## config.mk

```make
export PLATFORM = sky130hd
export DESIGN_NAME = mem_wb_stage
export DESIGN_NICKNAME = d
export VERILOG_FILES = /design/src/rtl/pipeline_pkg.sv /design/src/rtl/load_extend.sv /design/src/rtl/mem_wb_stage.sv
export SDC_FILE = /design/constraint.sdc
export NUM_CORES = 1
export LEC_CHECK = 0
export ABC_AREA = 1
export CELL_PAD_IN_SITES_DETAIL_PLACEMENT = 0
export CELL_PAD_IN_SITES_GLOBAL_PLACEMENT = 2
export CORE_MARGIN = 5
export CORE_UTILIZATION = 22
export CTS_CLUSTER_SIZE = 8
export DETAILED_ROUTE_END_ITERATION = 8
export PLACE_DENSITY = 0.9
export SYNTH_ARGS = -nofsm -noshare
export SYNTH_HDL_FRONTEND = slang
export SYNTH_SLANG_ARGS = --single-unit
```

## constraint.sdc

```tcl
create_clock -name clk_i -period 6.2 [get_ports clk_i]
set_clock_uncertainty 0.1 [all_clocks]
set_input_delay 0.93 -clock clk_i [delete_from_list [all_inputs] [get_ports clk_i]]
set_output_delay 0.93 -clock clk_i [all_outputs]
set_load 0.01 [all_outputs]
```

## src/rtl/pipeline_pkg.sv

```systemverilog
// rtl/pipeline_pkg.sv - shared constants, types and helpers for the RV32I pipeline
package pipeline_pkg;

    // Load/store funct3 encodings (size in [1:0], zero-extend flag in [2])
    localparam logic [2:0] F3_LB  = 3'b000;
    localparam logic [2:0] F3_LH  = 3'b001;
    localparam logic [2:0] F3_LW  = 3'b010;
    localparam logic [2:0] F3_LBU = 3'b100;
    localparam logic [2:0] F3_LHU = 3'b101;
    localparam logic [2:0] F3_SB  = 3'b000;
    localparam logic [2:0] F3_SH  = 3'b001;
    localparam logic [2:0] F3_SW  = 3'b010;

    typedef enum logic [1:0] {
        RES_ALU  = 2'd0,
        RES_LOAD = 2'd1,
        RES_PC4  = 2'd2
    } resultsrc_e;

    typedef enum logic {
        IDLE = 1'b0,
        WAIT = 1'b1
    } mem_state_e;

    // Halfwords need addr[0]=0, words need addr[1:0]=0; bytes are always aligned
    function automatic logic is_misaligned(input logic [2:0] funct3, input logic [1:0] addr_lo);
        case (funct3[1:0])
            2'b01:   is_misaligned = addr_lo[0];
            2'b10:   is_misaligned = (addr_lo != 2'b00);
            default: is_misaligned = 1'b0;
        endcase
    endfunction

endpackage

```

## src/rtl/load_extend.sv

```systemverilog
// rtl/load_extend.sv - selects the loaded byte/half lane and sign/zero-extends it
module load_extend
    import pipeline_pkg::*;
(
    input  logic [31:0] rdata_i,
    input  logic [1:0]  addr_lo_i,
    input  logic [2:0]  funct3_i,
    output logic [31:0] data_o
);

    logic [7:0]  byte_sel;
    logic [15:0] half_sel;

    // Pick the addressed lane out of the 32-bit read word
    always_comb begin
        case (addr_lo_i)
            2'd0:    byte_sel = rdata_i[7:0];
            2'd1:    byte_sel = rdata_i[15:8];
            2'd2:    byte_sel = rdata_i[23:16];
            default: byte_sel = rdata_i[31:24];
        endcase
        half_sel = addr_lo_i[1] ? rdata_i[31:16] : rdata_i[15:0];
    end

    // Extend the selected lane according to the load flavour
    always_comb begin
        case (funct3_i)
            F3_LB:   data_o = {{24{byte_sel[7]}}, byte_sel};
            F3_LH:   data_o = {{16{half_sel[15]}}, half_sel};
            F3_LBU:  data_o = {24'd0, byte_sel};
            F3_LHU:  data_o = {16'd0, half_sel};
            F3_LW:   data_o = rdata_i;
            default: data_o = rdata_i;
        endcase
    end

endmodule

```

## src/rtl/mem_wb_stage.sv

```systemverilog
// rtl/mem_wb_stage.sv - MEM stage data-memory access FSM plus MEM/WB pipeline register
module mem_wb_stage
    import pipeline_pkg::*;
#(
    parameter int unsigned TIMEOUT_CYCLES = 256
) (
    input  logic        clk_i,
    input  logic        rst_i,
    input  logic [31:0] aluresultM_i,
    input  logic [31:0] writedataM_i,
    input  logic [4:0]  rdM_i,
    input  logic [31:0] pcplus4M_i,
    input  logic [2:0]  funct3M_i,
    input  logic        memreadM_i,
    input  logic        memwriteM_i,
    input  logic        regwriteM_i,
    input  logic [1:0]  resultsrcM_i,
    output logic        dmem_req_o,
    output logic        dmem_we_o,
    output logic [31:0] dmem_addr_o,
    output logic [31:0] dmem_wdata_o,
    output logic [3:0]  dmem_be_o,
    input  logic [31:0] dmem_rdata_i,
    input  logic        dmem_ack_i,
    output logic        stallM_o,
    output logic        misalignM_o,
    output logic        faultM_o,
    output logic [31:0] readdataW_o,
    output logic [31:0] aluresultW_o,
    output logic [31:0] pcplus4W_o,
    output logic [4:0]  rdW_o,
    output logic        regwriteW_o,
    output logic [1:0]  resultsrcW_o
);

    localparam int unsigned CNT_W = $clog2(TIMEOUT_CYCLES + 1);

    mem_state_e       state_q;
    logic [CNT_W-1:0] cnt_q;

    logic        access;
    logic        misaligned;
    logic        aligned_access;
    logic        in_idle;
    logic        in_wait;
    logic        timeout_hit;
    logic [3:0]  lane_be;
    logic [31:0] lane_wdata;
    logic [31:0] load_data;

    logic [31:0] readdataW_q;
    logic [31:0] aluresultW_q;
    logic [31:0] pcplus4W_q;
    logic [4:0]  rdW_q;
    logic        regwriteW_q;
    logic [1:0]  resultsrcW_q;

    // State qualifiers are gated by rst_i so the request drops the instant reset rises
    assign access         = memreadM_i | memwriteM_i;
    assign misaligned     = access && is_misaligned(funct3M_i, aluresultM_i[1:0]);
    assign aligned_access = access && !misaligned;
    assign in_idle        = !rst_i && (state_q == IDLE);
    assign in_wait        = !rst_i && (state_q == WAIT);
    assign timeout_hit    = in_wait && !dmem_ack_i && (cnt_q == CNT_W'(TIMEOUT_CYCLES - 1));

    // The abandoned (timed-out) cycle releases the stall so the pipeline moves on
    assign dmem_req_o  = (in_idle && aligned_access) || in_wait;
    assign stallM_o    = dmem_req_o && !dmem_ack_i && !timeout_hit;
    assign misalignM_o = in_idle && misaligned;
    assign faultM_o    = timeout_hit;

    // Byte-enable mask and lane-replicated store data from access size and offset
    always_comb begin
        case (funct3M_i)
            F3_SB, F3_LBU: begin
                lane_be    = 4'b0001 << aluresultM_i[1:0];
                lane_wdata = {4{writedataM_i[7:0]}};
            end
            F3_SH, F3_LHU: begin
                lane_be    = 4'b0011 << aluresultM_i[1:0];
                lane_wdata = {2{writedataM_i[15:0]}};
            end
            F3_SW: begin
                lane_be    = 4'b1111;
                lane_wdata = writedataM_i;
            end
            default: begin
                lane_be    = 4'b1111;
                lane_wdata = writedataM_i;
            end
        endcase
    end

    assign dmem_we_o    = dmem_req_o && memwriteM_i;
    assign dmem_addr_o  = dmem_req_o ? {aluresultM_i[31:2], 2'b00} : 32'd0;
    assign dmem_be_o    = dmem_req_o ? lane_be : 4'b0000;
    assign dmem_wdata_o = dmem_we_o ? lane_wdata : 32'd0;

    load_extend u_load_extend (
        .rdata_i   (dmem_rdata_i),
        .addr_lo_i (aluresultM_i[1:0]),
        .funct3_i  (funct3M_i),
        .data_o    (load_data)
    );

    // Access FSM: wait for ack, count wait cycles, abandon on timeout
    always_ff @(posedge clk_i or posedge rst_i) begin
        if (rst_i) begin
            state_q <= IDLE;
            cnt_q   <= '0;
        end else begin
            case (state_q)
                IDLE: begin
                    cnt_q <= '0;
                    if (aligned_access && !dmem_ack_i) begin
                        state_q <= WAIT;
                    end
                end
                WAIT: begin
                    if (dmem_ack_i || timeout_hit) begin
                        state_q <= IDLE;
                        cnt_q   <= '0;
                    end else begin
                        cnt_q <= cnt_q + CNT_W'(1);
                    end
                end
                default: begin
                    state_q <= IDLE;
                    cnt_q   <= '0;
                end
            endcase
        end
    end

    // MEM/WB register: bubble while stalled or on a dropped access, else capture M values
    always_ff @(posedge clk_i or posedge rst_i) begin
        if (rst_i) begin
            readdataW_q  <= 32'd0;
            aluresultW_q <= 32'd0;
            pcplus4W_q   <= 32'd0;
            rdW_q        <= 5'd0;
            regwriteW_q  <= 1'b0;
            resultsrcW_q <= 2'd0;
        end else if (stallM_o || misalignM_o || faultM_o) begin
            regwriteW_q <= 1'b0;
        end else begin
            readdataW_q  <= load_data;
            aluresultW_q <= aluresultM_i;
            pcplus4W_q   <= pcplus4M_i;
            rdW_q        <= rdM_i;
            regwriteW_q  <= regwriteM_i;
            resultsrcW_q <= resultsrcM_i;
        end
    end

    assign readdataW_o  = readdataW_q;
    assign aluresultW_o = aluresultW_q;
    assign pcplus4W_o   = pcplus4W_q;
    assign rdW_o        = rdW_q;
    assign regwriteW_o  = regwriteW_q;
    assign resultsrcW_o = resultsrcW_q;

endmodule

```

* Word level (Yosys, flattened, before mapping)
Index checks and enable logic that the tools add are counted.
** Cells by class
- Muxes and demuxes :: 15
- Shifts and indexed selects :: 2
- Reduce and logical (&&, ||, !) cells :: 25
- Multipliers :: 0
- Bitwise operators :: 2
- Equal/unequal tests :: 8
- Magnitude comparators :: 0
- Add/sub/neg operators :: 1
- Div/mod/pow operators :: 0
** Operator list (count)
- $pmux 32 s4 :: 1
- $mux 32 :: 2
- $pmux 32 s2 :: 1
- $pmux 8 s3 :: 1
- $pmux 9 s2 :: 1
- $mux 16 :: 1
- $logic_and 1x1->1 :: 12
- $add 9x1->9 const B :: 1
- $eq 9x8->1 const B :: 1
- $mux 9 :: 1
- $pmux 4 s2 :: 1
- $eq 3x3->1 const B :: 2
- $eq 2x1->1 const B :: 2
- $eq 2x2->1 const B :: 2
- $logic_not 1->1 :: 4
- $logic_or 1x1->1 :: 4
- $mux 4 :: 1
- $pmux 1 s2 :: 2
- $reduce_or 2->1 :: 2
- $shl 1x2->4 const A :: 1
- $shl 2x2->4 const A :: 1
- $eq 3x1->1 const B :: 1
- $logic_not 3->1 :: 1
- $mux 1 :: 3
- other kinds (4) :: 4
** Storage, ports and cells
- Word-level logic and storage cells :: 61
- Memory bits (read-only) :: 0
- Memory bits (writable) :: 0
- Input bits :: 144
- Flip-flop bits (word level) :: 114
- Output and inout bits :: 177
- Bits in latches :: 0
- Memories kept :: 0

* Depth between registers and ports, before layout
Gate-level depths: netlist (run 1).
- Depth in word-level cells :: 12
- Depth in mapped cells :: 14
- Depth with buffers taken out :: 12

* Modules after synthesis
Synthesis (run 1) repeated with hierarchy kept, for this count alone.
** Unflattened totals
- Cell total of the unflattened synthesis :: 844
- Area total of the unflattened synthesis :: 6367.4 um^2
** By module, submodules not included
- mem_wb_stage :: cells each 681, sequential area each 2852.7 um^2, times used 1, area each 5509.0 um^2
- load_extend :: cells each 163, sequential area each 0.0 um^2, times used 1, area each 858.3 um^2

* Least setup slack after synthesis (run 1)
OpenSTA, ideal clock, no wires.
- Kind :: input -> output
- From :: in rst_i
- To :: out dmem_wdata_o[22]
- Path buffers :: 1
- Arrival :: 3317 ps
- Stages :: 6
- Path slack :: 1853 ps
- Required time :: 5170 ps
- Cells stage by stage :: inv_2 nand3_2 inv_1 nand2_1 buf_4 nor2_1
** On the way
- Longest elaborated chain between the ends :: 6
- Elaborated cells on any way between the ends :: 7
- Classes of those cells :: mux (1); reduce/logical (6)
** RTL lines
- start: declaration :: line mem_wb_stage.sv:8 : input logic rst_i,
- $logic_not 1->1 (no source line) (*)
- $logic_and 1x1->1 :: line mem_wb_stage.sv:62 : assign in_idle = !rst_i && (state_q == IDLE);
- $logic_and 1x1->1 :: line mem_wb_stage.sv:67 : assign dmem_req_o = (in_idle && aligned_access) || in_wait;
- $logic_or 1x1->1 (*) :: line mem_wb_stage.sv:67
- via dmem_req_o :: line mem_wb_stage.sv:18 : output logic dmem_req_o,
- $logic_and 1x1->1 (*) :: line mem_wb_stage.sv:94 : assign dmem_we_o = dmem_req_o && memwriteM_i;
- $mux 32 (*) :: line mem_wb_stage.sv:97 : assign dmem_wdata_o = dmem_we_o ? lane_wdata : 32'd0;
- end: declaration :: line mem_wb_stage.sv:21 : output logic [31:0] dmem_wdata_o,
The timed path passes the listed nets; every way through them passes the cells marked *.

* Worst setup path in the final report (run 1)
- From :: in funct3M_i[1]
- To :: out dmem_wdata_o[14]
** On the way
- Longest elaborated chain between the ends :: 9
- Elaborated cells on any way between the ends :: 17
- Classes of those cells :: eq/ne (5); mux (3); reduce/logical (9)
** RTL lines
- start: declaration :: line mem_wb_stage.sv:13 : input logic [2:0] funct3M_i,
- $eq 2x2->1 or $eq 2x1->1 (tied branches) :: line pipeline_pkg.sv:27 : case (funct3[1:0])
- $pmux 1 s2 :: line pipeline_pkg.sv:27
- $logic_and 1x1->1 :: line mem_wb_stage.sv:60 : assign misaligned = access && is_misaligned(funct3M_i, aluresultM_i[1:0]);
- $logic_not 1->1 :: line mem_wb_stage.sv:61 : assign aligned_access = access && !misaligned;
- $logic_and 1x1->1 :: line mem_wb_stage.sv:61
- $logic_and 1x1->1 :: line mem_wb_stage.sv:67
- $logic_or 1x1->1 :: line mem_wb_stage.sv:67
- $logic_and 1x1->1 :: line mem_wb_stage.sv:94
- $mux 32 (*) :: line mem_wb_stage.sv:97
Every way passes the cells marked *; elsewhere a longest branch is shown, timed or not.

==> qor.yml, run 1 <==
synthCells: 860
grt_antenna_before_repair: 5
crit_fanout: 33
antennaDiodeCount: 0
hold_buffers: 0
clock_latency_ns: 0.41
grt_max_degree: 74
h-tree-depth: 4
drcViolationCount: 0
wl_mm: 24.93
whs_path_depth: 2
synth_area_sq_um: 6142
root_buffer: "clkbuf_16"
cpMostUsedCell: "nand2_1"
gp_congestion: 0.7593
drtIter0Drc: 341
grt_use_total_pct: 15.59
synth_warnings: 0
rsz0062_at_grt: "no"
nets: 1299
seq_area_frac_synth_pct: 46.45
relSlewSlack_pct: 33.80
crit_chain: "clkdlybuf4s50_1 -> buf_4 -> inv_1 -> ha_1 -> buf_4 -> nand2_1 -> nand2_1 -> nand2_2 -> nand3_2 -> inv_1 -> nand2_1 -> nor2_1 -> clkdlybuf4s50_1"
start_util_pct: 22.17
p_per_area_nw_per_um2: 247.9
power.combinational.fraction_pct: 25.9
hold_viol_final: 0
fin_crit_ns: 5.039
critPathBufInv: 6
layout-drive-gt1-share_pct: 4.045
clkTransAtPathRegs_ns: 0.05
layout_common_cells: "clkdlybuf4s50_1, nand2_1, nand3_1"
vias_per_cell: 4.329
drv_cap: 0
ff2ff_path_depth: 12
setup_viol_count_final: 0
core_area_sq_um: 27710
grt_pass1_vias: 6652
ctsLongestPathBuffers: 2
p_leak_nw: 4.844
numPortBuffers: 318
dp_hpwl_mm: 18.32
p_seq_share_pct: 34.5
cp.arrival_ns: 4.01
dr.pass1.iters: 5
final_antenna_net_count: 0
clock_sinks: 114
required_ns: 5.17
mostFrequentLayoutCell: "clkdlybuf4s50_1"
cp.depth: 13
timing.fmax_mhz: 198.5
critPathCaptureType: "output pin"
dieHeight_microns: 177.1
die_x_microns: 177.1
fin_crit_sh_pct: 81.27
fin_util_pct: 36.71
crit_type: "in2out"
p_sw_share_pct: 28.13
power_switching_uw: 709.2
syn2layout_area_growth_pct: 65.57
worstMarginPinSlew_ns: 0.9902
hp-class: "reg2reg"
cts_setup_buffers: 0
fill_cells: 2947
cts_tree: "done"
maxSlewViolCount: 0
dieArea_sq_um: 31360
synth-seq-cells: 114
grt_first_pass_wirelength_mm: 38.18
seqCellArea_sq_um: 2853
finalSetupTns_ns: 0
cp-start-kind: "primary input"
cts_made_buffers: 17
avgSynthCellArea_sq_um: 7.142
wire_per_inst_microns: 16.19
crit_path_max_incr_delay_ns: 0.57
synth_cell_types: 27
multi_input_area_sq_um: 2679
max-vdd-ir-drop_mv: 0.1821
clkPwrFrac_pct: 39.6
num_vias: 6667
path_delay_family: "buffers and inverters"
cts-resized-gates: 0
grt_remaining_overflow: 0
status: "finished clean"
row_count: 61
crit_path_top_delay_cell: "clkdlybuf4s50_1"
p_int_mw: 1.812
io_pins: 321
p_total_mw: 2.522
-- worst register-to-register path, delay by kind of cell, from the launching register on --
kind,cells,cell delay [ns]
fa+ha+maj,2,0.38
buf+inv,2,0.77
flops,1,0.37
simple gates,8,1.70
-- stage by stage --
stage | hold WS, ns | worst slack (ns) | area, sq um | cells
after global routing | 0.3844 | 0.8441 | 10170 | 1540
after floorplan | 0.3329 | 1.853 | 6146 | 861
final | 0.3663 | 1.161 | 10170 | 1540
after global placement | 0.3475 | 1.247 | 9575 | 1509
after detailed placement | 0.3580 | 1.167 | 9575 | 1509
after CTS | 0.3712 | 1.145 | 10170 | 1540
-- registers in the layout, summed over array words and instances, names as in the netlist --
signal and count:
resultsrcW_o 2, readdataW_o 32, rdW_o 5, cnt_q 9
state_q 1, pcplus4W_o 32, regwriteW_o 1, aluresultW_o 32
-- worst paths after layout --
kind | startpoint | to | slack (ns)
max reg2reg | cnt_q[0] | aluresultW_o[20] | 2.82
min in group asynchronous | rst_i | state_q | 0.89
max in group asynchronous | rst_i | pcplus4W_o[19] | 3.71
max | funct3M_i[1] | dmem_wdata_o[14] | 1.16
min reg2reg | pcplus4W_o[0] | pcplus4W_o[0] | 0.37
min | pcplus4W_o[0] | pcplus4W_o[0] | 0.37
-- power groups by stage --
stage	Sequential, mW	Combinational [mW]	Clock (mW)
detailed placement	0.884	0.666	0
global placement	0.881	0.664	0
CTS	0.872	0.669	1.03
finish	0.871	0.653	0.998
floorplan	0.920	0.233	0
global route	0.882	0.716	1.06
-- synth_stat cells --
master	n	area share, %
nand2_1	288	18
nand3_1	127	10
dfrtp_1	114	46
nor2_1	101	6.2
inv_1	74	4.5
o21ai_0	34	2.8
a21oi_1	25	2.0
buf_2	21	1.7
clkbuf_1	20	1.2
o211ai_1	13	1.6
buf_4	7	0.86
buf_6	7	1.3
ha_1	5	1.0
inv_2	4	0.24
buf_1	3	0.18
nor3b_1	3	0.37
nand2_2	2	0.20
nand4_1	2	0.20
nor3_1	2	0.16
and3_1	1	0.10
clkinv_1	1	0.061
conb_1	1	0.061
nand3_2	1	0.16
nand3b_1	1	0.12
nand4_4	1	0.35
o21ai_1	1	0.081
o21bai_1	1	0.12
-- layout make-up --
| class | instances | area share, % |
|---|---|---|
| clock buffer | 21 | 4.528 |
| sequential | 114 | 28.05 |
| timing repair buffer | 328 | 32.16 |
| multi-input combinational | 610 | 26.34 |
| inverter | 79 | 2.953 |
| clock inverter | 10 | 1.316 |
| tap | 378 | 4.651 |
-- metal layers --
| layer | routed length, microns | vias up | track usage (%) |
|---|---|---|---|
| met5 | 59 | - | 0 |
| met4 | 463 | 10 | 4.642 |
| met3 | 2294 | 33 | 6.131 |
| met2 | 11450 | 268 | 25.03 |
| met1 | 10660 | 3074 | 19.42 |
| li1 | - | 3282 | - |
-- cell families (layout without fill, tap and decap cells) --
logic type,count (synthesis),count (layout),share of synthesized area [%]
other,1,2,0.06105
and+or+nand+nor,529,529,35.79
AOI/OAI and AO/OA,74,74,6.600
DFF,114,114,46.45
buffers and inverters,137,438,10.08
adders and majority gates,5,5,1.019
Note: power is estimated with default switching activity, not from simulation.
==> inputs of run 2 (changes only) <==
Settings changed: CORE_UTILIZATION 22 to 18, PLACE_DENSITY 0.9 to 0.79.
Clock period 6.2 ns to 4.3 ns, I/O delays scaled along.
==> run 2 against run 1 <==
Cell area increased by 1.3%. Setup slack got worse by 0.52 ns. Global-route usage shrank 1.8 points. Critical endpoint is now dmem_wdata_o[13]. First-iteration DRC count down 13%. Die area rose by 21%. Register-to-register slack worse by 1.6 ns. Worst hold slack worse by 0.0090 ns. Via count is 0.70% lower. Critical path depth decreased by 1. Flip-flop and latch count stayed put. Wire length rose by 7.8%. Clock power up 37%.
==> qor.yml, run 2 (synthesis gave the netlist of run 1 again) <==
maxSlewViolCount: 0  # unchanged
syn2layout_area_growth_pct: 67.65  # was 65.57%
core_area_sq_um: 33620  # was 27,710 sq um
drv_cap: 0  # unchanged
fill_cells: 3659  # was 2,947
clock_latency_ns: 0.41  # about the same
ctsLongestPathBuffers: 2  # unchanged
nets: 1305  # was 1,299
hold_viol_final: 0  # unchanged
setup_slack_ns: 0.6375  # was 1.161 ns
cts_made_buffers: 17  # unchanged
grt_antenna_before_repair: 5  # unchanged
cp-start-kind: "primary input"  # unchanged
grt_first_pass_wirelength_mm: 41.53  # was 38.18 mm
layout-drive-gt1-share_pct: 4.542  # was 4.045%
cts_setup_buffers: 0  # unchanged
grt_pass1_vias: 6893  # was 6,652
clock_sinks: 114  # unchanged
hp-class: "reg2reg"  # unchanged
crit_path_top_delay_cell: "clkdlybuf4s50_1"  # unchanged
num_vias: 6620  # was 6,667
reg2reg_slack_ns: 1.24  # was 2.82 ns
cp.arrival_ns: 2.92  # was 4.01 ns
crit_fanout: 33  # unchanged
relSlewSlack_pct: 32.23  # was 33.80%
dp_hpwl_mm: 19.81  # was 18.32 mm
mostFrequentLayoutCell: "clkdlybuf4s50_1"  # unchanged
fin_crit_ns: 3.662
vias_per_cell: 4.094  # was 4.329
rsz0062_at_grt: "no"  # unchanged
max-vdd-ir-drop_mv: 0.1688  # was 0.1821 mV
fin_util_pct: 30.63  # was 36.71%
start_util_pct: 18.27  # was 22.17%
die_x_microns: 194.7  # was 177.1 microns
wl_mm: 26.87  # was 24.93 mm
worstMarginPinSlew_ns: 1.014  # was 0.9902 ns
clkTransAtPathRegs_ns: 0.05  # about the same
crit_chain: "clkdlybuf4s50_1 -> inv_1 -> ha_1 -> inv_1 -> nor2_1 -> nand2_2 -> nand3_2 -> inv_1 -> nand2_1 -> buf_4 -> nor2_1 -> clkdlybuf4s50_1"  # was clkdlybuf4s50_1 -> buf_4 -> inv_1 -> ha_1 -> buf_4 -> nand2_1 -> nand2_1 -> nand2_2 -> nand3_2 -> inv_1 -> nand2_1 -> nor2_1 -> clkdlybuf4s50_1
p_per_area_nw_per_um2: 348.0  # was 247.9 nW/um^2
dr.pass1.iters: 4  # was 5
crit_type: "in2out"  # unchanged
p_leak_nw: 4.878  # was 4.844 nW
final_antenna_net_count: 0  # unchanged
root_buffer: "clkbuf_16"  # unchanged
required_ns: 3.56  # was 5.17 ns
io_pins: 321  # unchanged
critPathCaptureType: "output pin"  # unchanged
drtIter0Drc: 296  # was 341
setup_viol_count_final: 0  # unchanged
critPathBufInv: 6  # unchanged
cpMostUsedCell: "inv_1"  # was nand2_1
drcViolationCount: 0  # unchanged
finalSetupTns_ns: 0  # unchanged
pre_cts_ws_ns: 0.6219  # was 1.167 ns
dp.cells: 1585  # was 1,509
crit_path_max_incr_delay_ns: 0.55  # was 0.57 ns
hold_buffers: 0  # unchanged
wire_per_inst_microns: 16.62  # was 16.19 microns
gp_congestion: 0.7596  # was 0.7593
grt_remaining_overflow: 0  # unchanged
layout.cells.non_filler: 1617  # was 1,540
h-tree-depth: 4  # unchanged
dieHeight_microns: 194.7  # was 177.1 microns
whs_ns: 0.3573  # was 0.3663 ns
status: "finished clean"  # unchanged
multi_input_area_sq_um: 2681  # was 2679 sq um
layout_common_cells: "clkdlybuf4s50_1, nand2_1, nand3_1"  # unchanged
fin_crit_sh_pct: 85.17
path_delay_family: "buffers and inverters"  # unchanged
grt_use_total_pct: 13.80  # was 15.59%
seqCellArea_sq_um: 2853  # unchanged
cts-resized-gates: 0  # unchanged
grt_max_degree: 105  # was 74
dieArea_sq_um: 37920  # was 31,360 sq um
row_count: 67  # was 61
numPortBuffers: 318  # unchanged
timing.fmax_mhz: 273.0
cts_tree: "done"  # unchanged
-- run 2: routing by layer --
layer / GRT usage, % / routed length [microns]
met1: 17.02 / 11700
met2: 22.81 / 12540
met3: 5.644 / 2313
met4: 2.865 / 272
met5: 0 / 52
-- run 2: path summary, 6_finish.rpt --
path | startpoint | to | depth (start not counted)
setup / recovery | funct3M_i[0] | dmem_wdata_o[13] | 12
setup reg to reg | cnt_q[0] | pcplus4W_o[8] | 14
hold reg to reg | cnt_q[0] | cnt_q[0] | 1
max in group asynchronous | rst_i | pcplus4W_o[25] | 4
min in group asynchronous | rst_i | cnt_q[7] | 3
hold / removal | cnt_q[0] | cnt_q[0] | 1
-- run 2: metrics by stage --
step | power [mW] | area, sq um
3_3_place_gp | 2.254 | 9727
5_1_grt | 3.799 | 10290
4_1_cts | 3.670 | 10290
6_report | 3.583 | 10300
2_1_floorplan | 1.663 | 6146
3_5_place_dp | 2.257 | 9727
-- run 2: worst reg2reg max path: stages, from the launching register on --
cell,delay [ns]
dfrtp_1,0.39
ha_1,0.23
nand4_1,0.15
nor2_1,0.07
and3_1,0.15
ha_1,0.19
nand3_1,0.08
nand2_1,0.08
inv_2,0.10
nand4_4,0.13
buf_12,0.21
nand2_4,0.32
buf_4,0.53
nand2_1,0.18
nand2_1,0.09
-- run 2: cell type report --
| type | instances | share of cell area (%) |
|---|---|---|
| Multi-Input combinational cell | 610 | 26.04 |
| Timing Repair Buffer | 334 | 32.32 |
| Antenna cell | 2 | 0.04860 |
| Sequential cell | 114 | 27.70 |
| Inverter | 79 | 2.953 |
| Tap cell | 448 | 5.443 |
| Clock buffer | 25 | 5.006 |
| Clock inverter | 5 | 0.4860 |
-- run 2: report_power, final --
group / leakage [nW] / internal [mW] / switching [mW]
Sequential: 1.39 / 1.19 / 0.0660
Clock: 0.285 / 0.877 / 0.489
Combinational: 3.20 / 0.491 / 0.468
==> inputs of run 3 (changes only) <==
Settings changed: CORE_UTILIZATION 18 to 19, PLACE_DENSITY 0.79 to 0.8, SLEW_MARGIN from default to 10, SYNTH_HIERARCHICAL from default to 1.
==> run 3 against run 2 <==
Cell area up 2.2%. Flip-flop and latch count unchanged. Combinational power is 22% higher. Maximum frequency shrank 3.7%. Critical path type unchanged. Largest power group unchanged.
==> qor.yml, run 3 <==
p_leak_nw: 4.812  # was 4.878 nW
synth_edf_count: 0  # unchanged
gp_congestion: 0.7949  # was 0.7596
drcViolationCount: 0  # unchanged
synthAdderAreaFrac_pct: 0.9825  # was 1.019%
grt_use_total_pct: 13.94  # was 13.80%
timing.fmax_mhz: 263.0  # was 273.0 MHz
synth_warnings: 6  # was 0
dp_hpwl_mm: 19.90  # was 19.81 mm
clock_latency_ns: 0.42  # was 0.41 ns
critPathCaptureType: "output pin"  # unchanged
row_count: 67  # unchanged
finalSetupTns_ns: 0  # unchanged
grt_max_degree: 104  # was 105
path_delay_family: "buffers and inverters"  # unchanged
fin_crit_ns: 3.803  # was 3.662 ns
cp.arrival_ns: 3.06  # was 2.92 ns
dr.pass1.iters: 5  # was 4
dieHeight_microns: 193.1  # was 194.7 microns
synth_common_cells: "nand2_1, nand3_1, dfrtp_1"  # unchanged
p_seq_share_pct: 32.0  # was 35.1%
syn2layout_area_growth_pct: 65.28  # was 67.65%
grt_antenna_before_repair: 0  # was 5
fill_cells: 3548  # was 3,659
crit_type: "in2out"  # unchanged
required_ns: 3.56  # about the same
setup_viol_count_final: 0  # unchanged
avgSynthCellArea_sq_um: 7.544  # was 7.142 sq um
whs_ns: 0.3632  # was 0.3573 ns
num_vias: 6767  # was 6,620
root_buffer: "clkbuf_16"  # unchanged
grt_remaining_overflow: 0  # unchanged
final_antenna_net_count: 0  # unchanged
nets: 1285  # was 1,305
cts_setup_buffers: 0  # unchanged
max-vdd-ir-drop_mv: 0.2268  # was 0.1688 mV
hold_viol_final: 0  # unchanged
clkTransAtPathRegs_ns: 0.05  # about the same
crit_path_top_delay_cell: "clkdlybuf4s50_1"  # unchanged
cts-resized-gates: 0  # unchanged
dieArea_sq_um: 37270  # was 37,920 sq um
layout-drive-gt1-share_pct: 7.056  # was 4.542%
met3_length_mm: 2.171  # was 2.313 mm
synth_cell_types: 35  # was 27
yosys.area.top_type: "dfrtp_1"  # unchanged
h-tree-depth: 4  # unchanged
start_util_pct: 19.13  # was 18.27%
hold_buffers: 0  # unchanged
die_x_microns: 193.1  # was 194.7 microns
synthCells: 844  # was 860
numPortBuffers: 318  # unchanged
maxSlewViolCount: 0  # unchanged
drv_cap: 0  # unchanged
crit_chain: "clkdlybuf4s50_1 -> inv_1 -> ha_1 -> inv_1 -> nor2_1 -> nand2_2 -> nand3_2 -> nand2_4 -> nand2_1 -> buf_4 -> nor3_1 -> clkdlybuf4s50_1"  # was clkdlybuf4s50_1 -> inv_1 -> ha_1 -> inv_1 -> nor2_1 -> nand2_2 -> nand3_2 -> inv_1 -> nand2_1 -> buf_4 -> nor2_1 -> clkdlybuf4s50_1
dr.max_layer_used: "met4"  # was met5
vias_per_cell: 4.237  # was 4.094
placed_area_sq_um: 9864  # was 9727 sq um
io_pins: 321  # unchanged
grt_pass1_vias: 6838  # was 6,893
worstMarginPinSlew_ns: 1.122  # was 1.014 ns
fin_crit_sh_pct: 88.44  # was 85.17%
ys_top_cells_by_area: "dfrtp_1, nand2_1, nand3_1"  # unchanged
synth-simple-area-share_pct: 36.49  # was 35.79%
status: "finished clean"  # unchanged
power.combinational.fraction_pct: 28.6  # was 26.8%
crit_fanout: 33  # unchanged
cts_tree: "done"  # unchanged
grt_first_pass_wirelength_mm: 40.19  # was 41.53 mm
fin_util_pct: 31.62  # was 30.63%
seq_area_frac_synth_pct: 44.80  # was 46.45%
p_int_mw: 2.906  # was 2.560 mW
ctsLongestPathBuffers: 2  # unchanged
met1_length_mm: 11.29  # was 11.70 mm
synth-seq-cells: 114  # unchanged
reg2reg_slack_ns: 0.90  # was 1.24 ns
relSlewSlack_pct: 25.05  # was 32.23%
async_flop_share_pct: 100.0  # unchanged
synth_top_area_share_pct: 44.80  # was 46.45%
synth_xor_area_share_pct: 0  # unchanged
mostFrequentLayoutCell: "clkdlybuf4s50_1"  # unchanged
power_switching_mw: 1.174  # was 1.023 mW
clock_sinks: 114  # unchanged
synth_area_sq_um: 6367  # was 6142 sq um
wl_met2_mm: 12.93  # was 12.54 mm
rsz0062_at_grt: "no"  # unchanged
yosysMostFrequentCell: "nand2_1"  # unchanged
critPathBufInv: 5  # was 6
synth_flop_cell: "dfrtp_1"  # unchanged
synth_top_family_by_area: "simple AND/OR/NAND/NOR gates"  # unchanged
wire_per_inst_microns: 16.88  # was 16.62 microns
drtIter0Drc: 356  # was 296
clkPwrFrac_pct: 39.4  # was 38.1%
synth.area.mux_share_pct: 0  # unchanged
crit_path_max_incr_delay_ns: 0.58  # was 0.55 ns
wl_mm: 26.96  # was 26.87 mm
seqCellArea_sq_um: 2853  # unchanged
core_area_sq_um: 33280  # was 33,620 sq um
layout_common_cells: "clkdlybuf4s50_1, nand2_1, nand3_1"  # unchanged
hp-class: "reg2reg"  # unchanged
synth-compound-area-share_pct: 9.039  # was 6.600%
p_sw_share_pct: 28.78  # was 28.56%
multi_input_area_sq_um: 2974  # was 2681 sq um
p_per_area_nw_per_um2: 387.7  # was 348.0 nW/um^2
cts_made_buffers: 17  # unchanged
cp-start-kind: "primary input"  # unchanged
fin_area_sq_um: 10520  # was 10,300 sq um
[run 3: layout make-up]
class | count | area share (%)
antenna | 1 | 0.02378
clock buffer | 21 | 4.280
clock inverter | 10 | 1.962
inverter | 44 | 1.605
multi-input combinational | 626 | 28.26
sequential | 114 | 27.11
tap | 448 | 5.326
timing repair buffer | 333 | 31.44
[run 3: cell families (layout without fill, tap and decap cells)]
family,after synthesis,count (layout)
and+or+nand+nor,524,524
other,1,3
adders and majority gates,5,5
buffers and inverters,105,408
AOI/OAI and AO/OA,95,95
DFF,114,114
[run 3: routing by layer]
metal  up-vias  GRT usage, %
met2       235         23.34
li1       3322             -
met1      3178         17.05
met4         0         4.357
met3        32         4.609
met5         -             0
[run 3: through the flow]
stage	instances	power, mW	setup WS [ns]
floorplan	845	1.812	0.2251
global placement	1565	2.505	0.3974
detailed placement	1565	2.507	0.4188
CTS	1596	4.162	0.4805
global route	1596	4.294	0.3387
finish	1597	4.080	0.4972
[run 3: final timing paths]
kind                                   start                to  cells past startpoint
worst max-delay path            funct3M_i[0]  dmem_wdata_o[31]                     12
worst min-delay path                cnt_q[0]          cnt_q[0]                      1
worst max register to register      cnt_q[0]          rdW_o[3]                     12
worst min register to register      cnt_q[0]          cnt_q[0]                      1
max in group asynchronous              rst_i  aluresultW_o[21]                      3
min in group asynchronous              rst_i           state_q                      3
[run 3: power groups by stage]
| stage | logic, mW | clock network, mW | registers [mW] |
|---|---|---|---|
| 2_1_floorplan | 0.432 | 0 | 1.38 |
| 3_3_place_gp | 1.19 | 0 | 1.32 |
| 3_5_place_dp | 1.19 | 0 | 1.32 |
| 4_1_cts | 1.19 | 1.66 | 1.30 |
| 5_1_grt | 1.27 | 1.70 | 1.32 |
| 6_report | 1.17 | 1.61 | 1.30 |
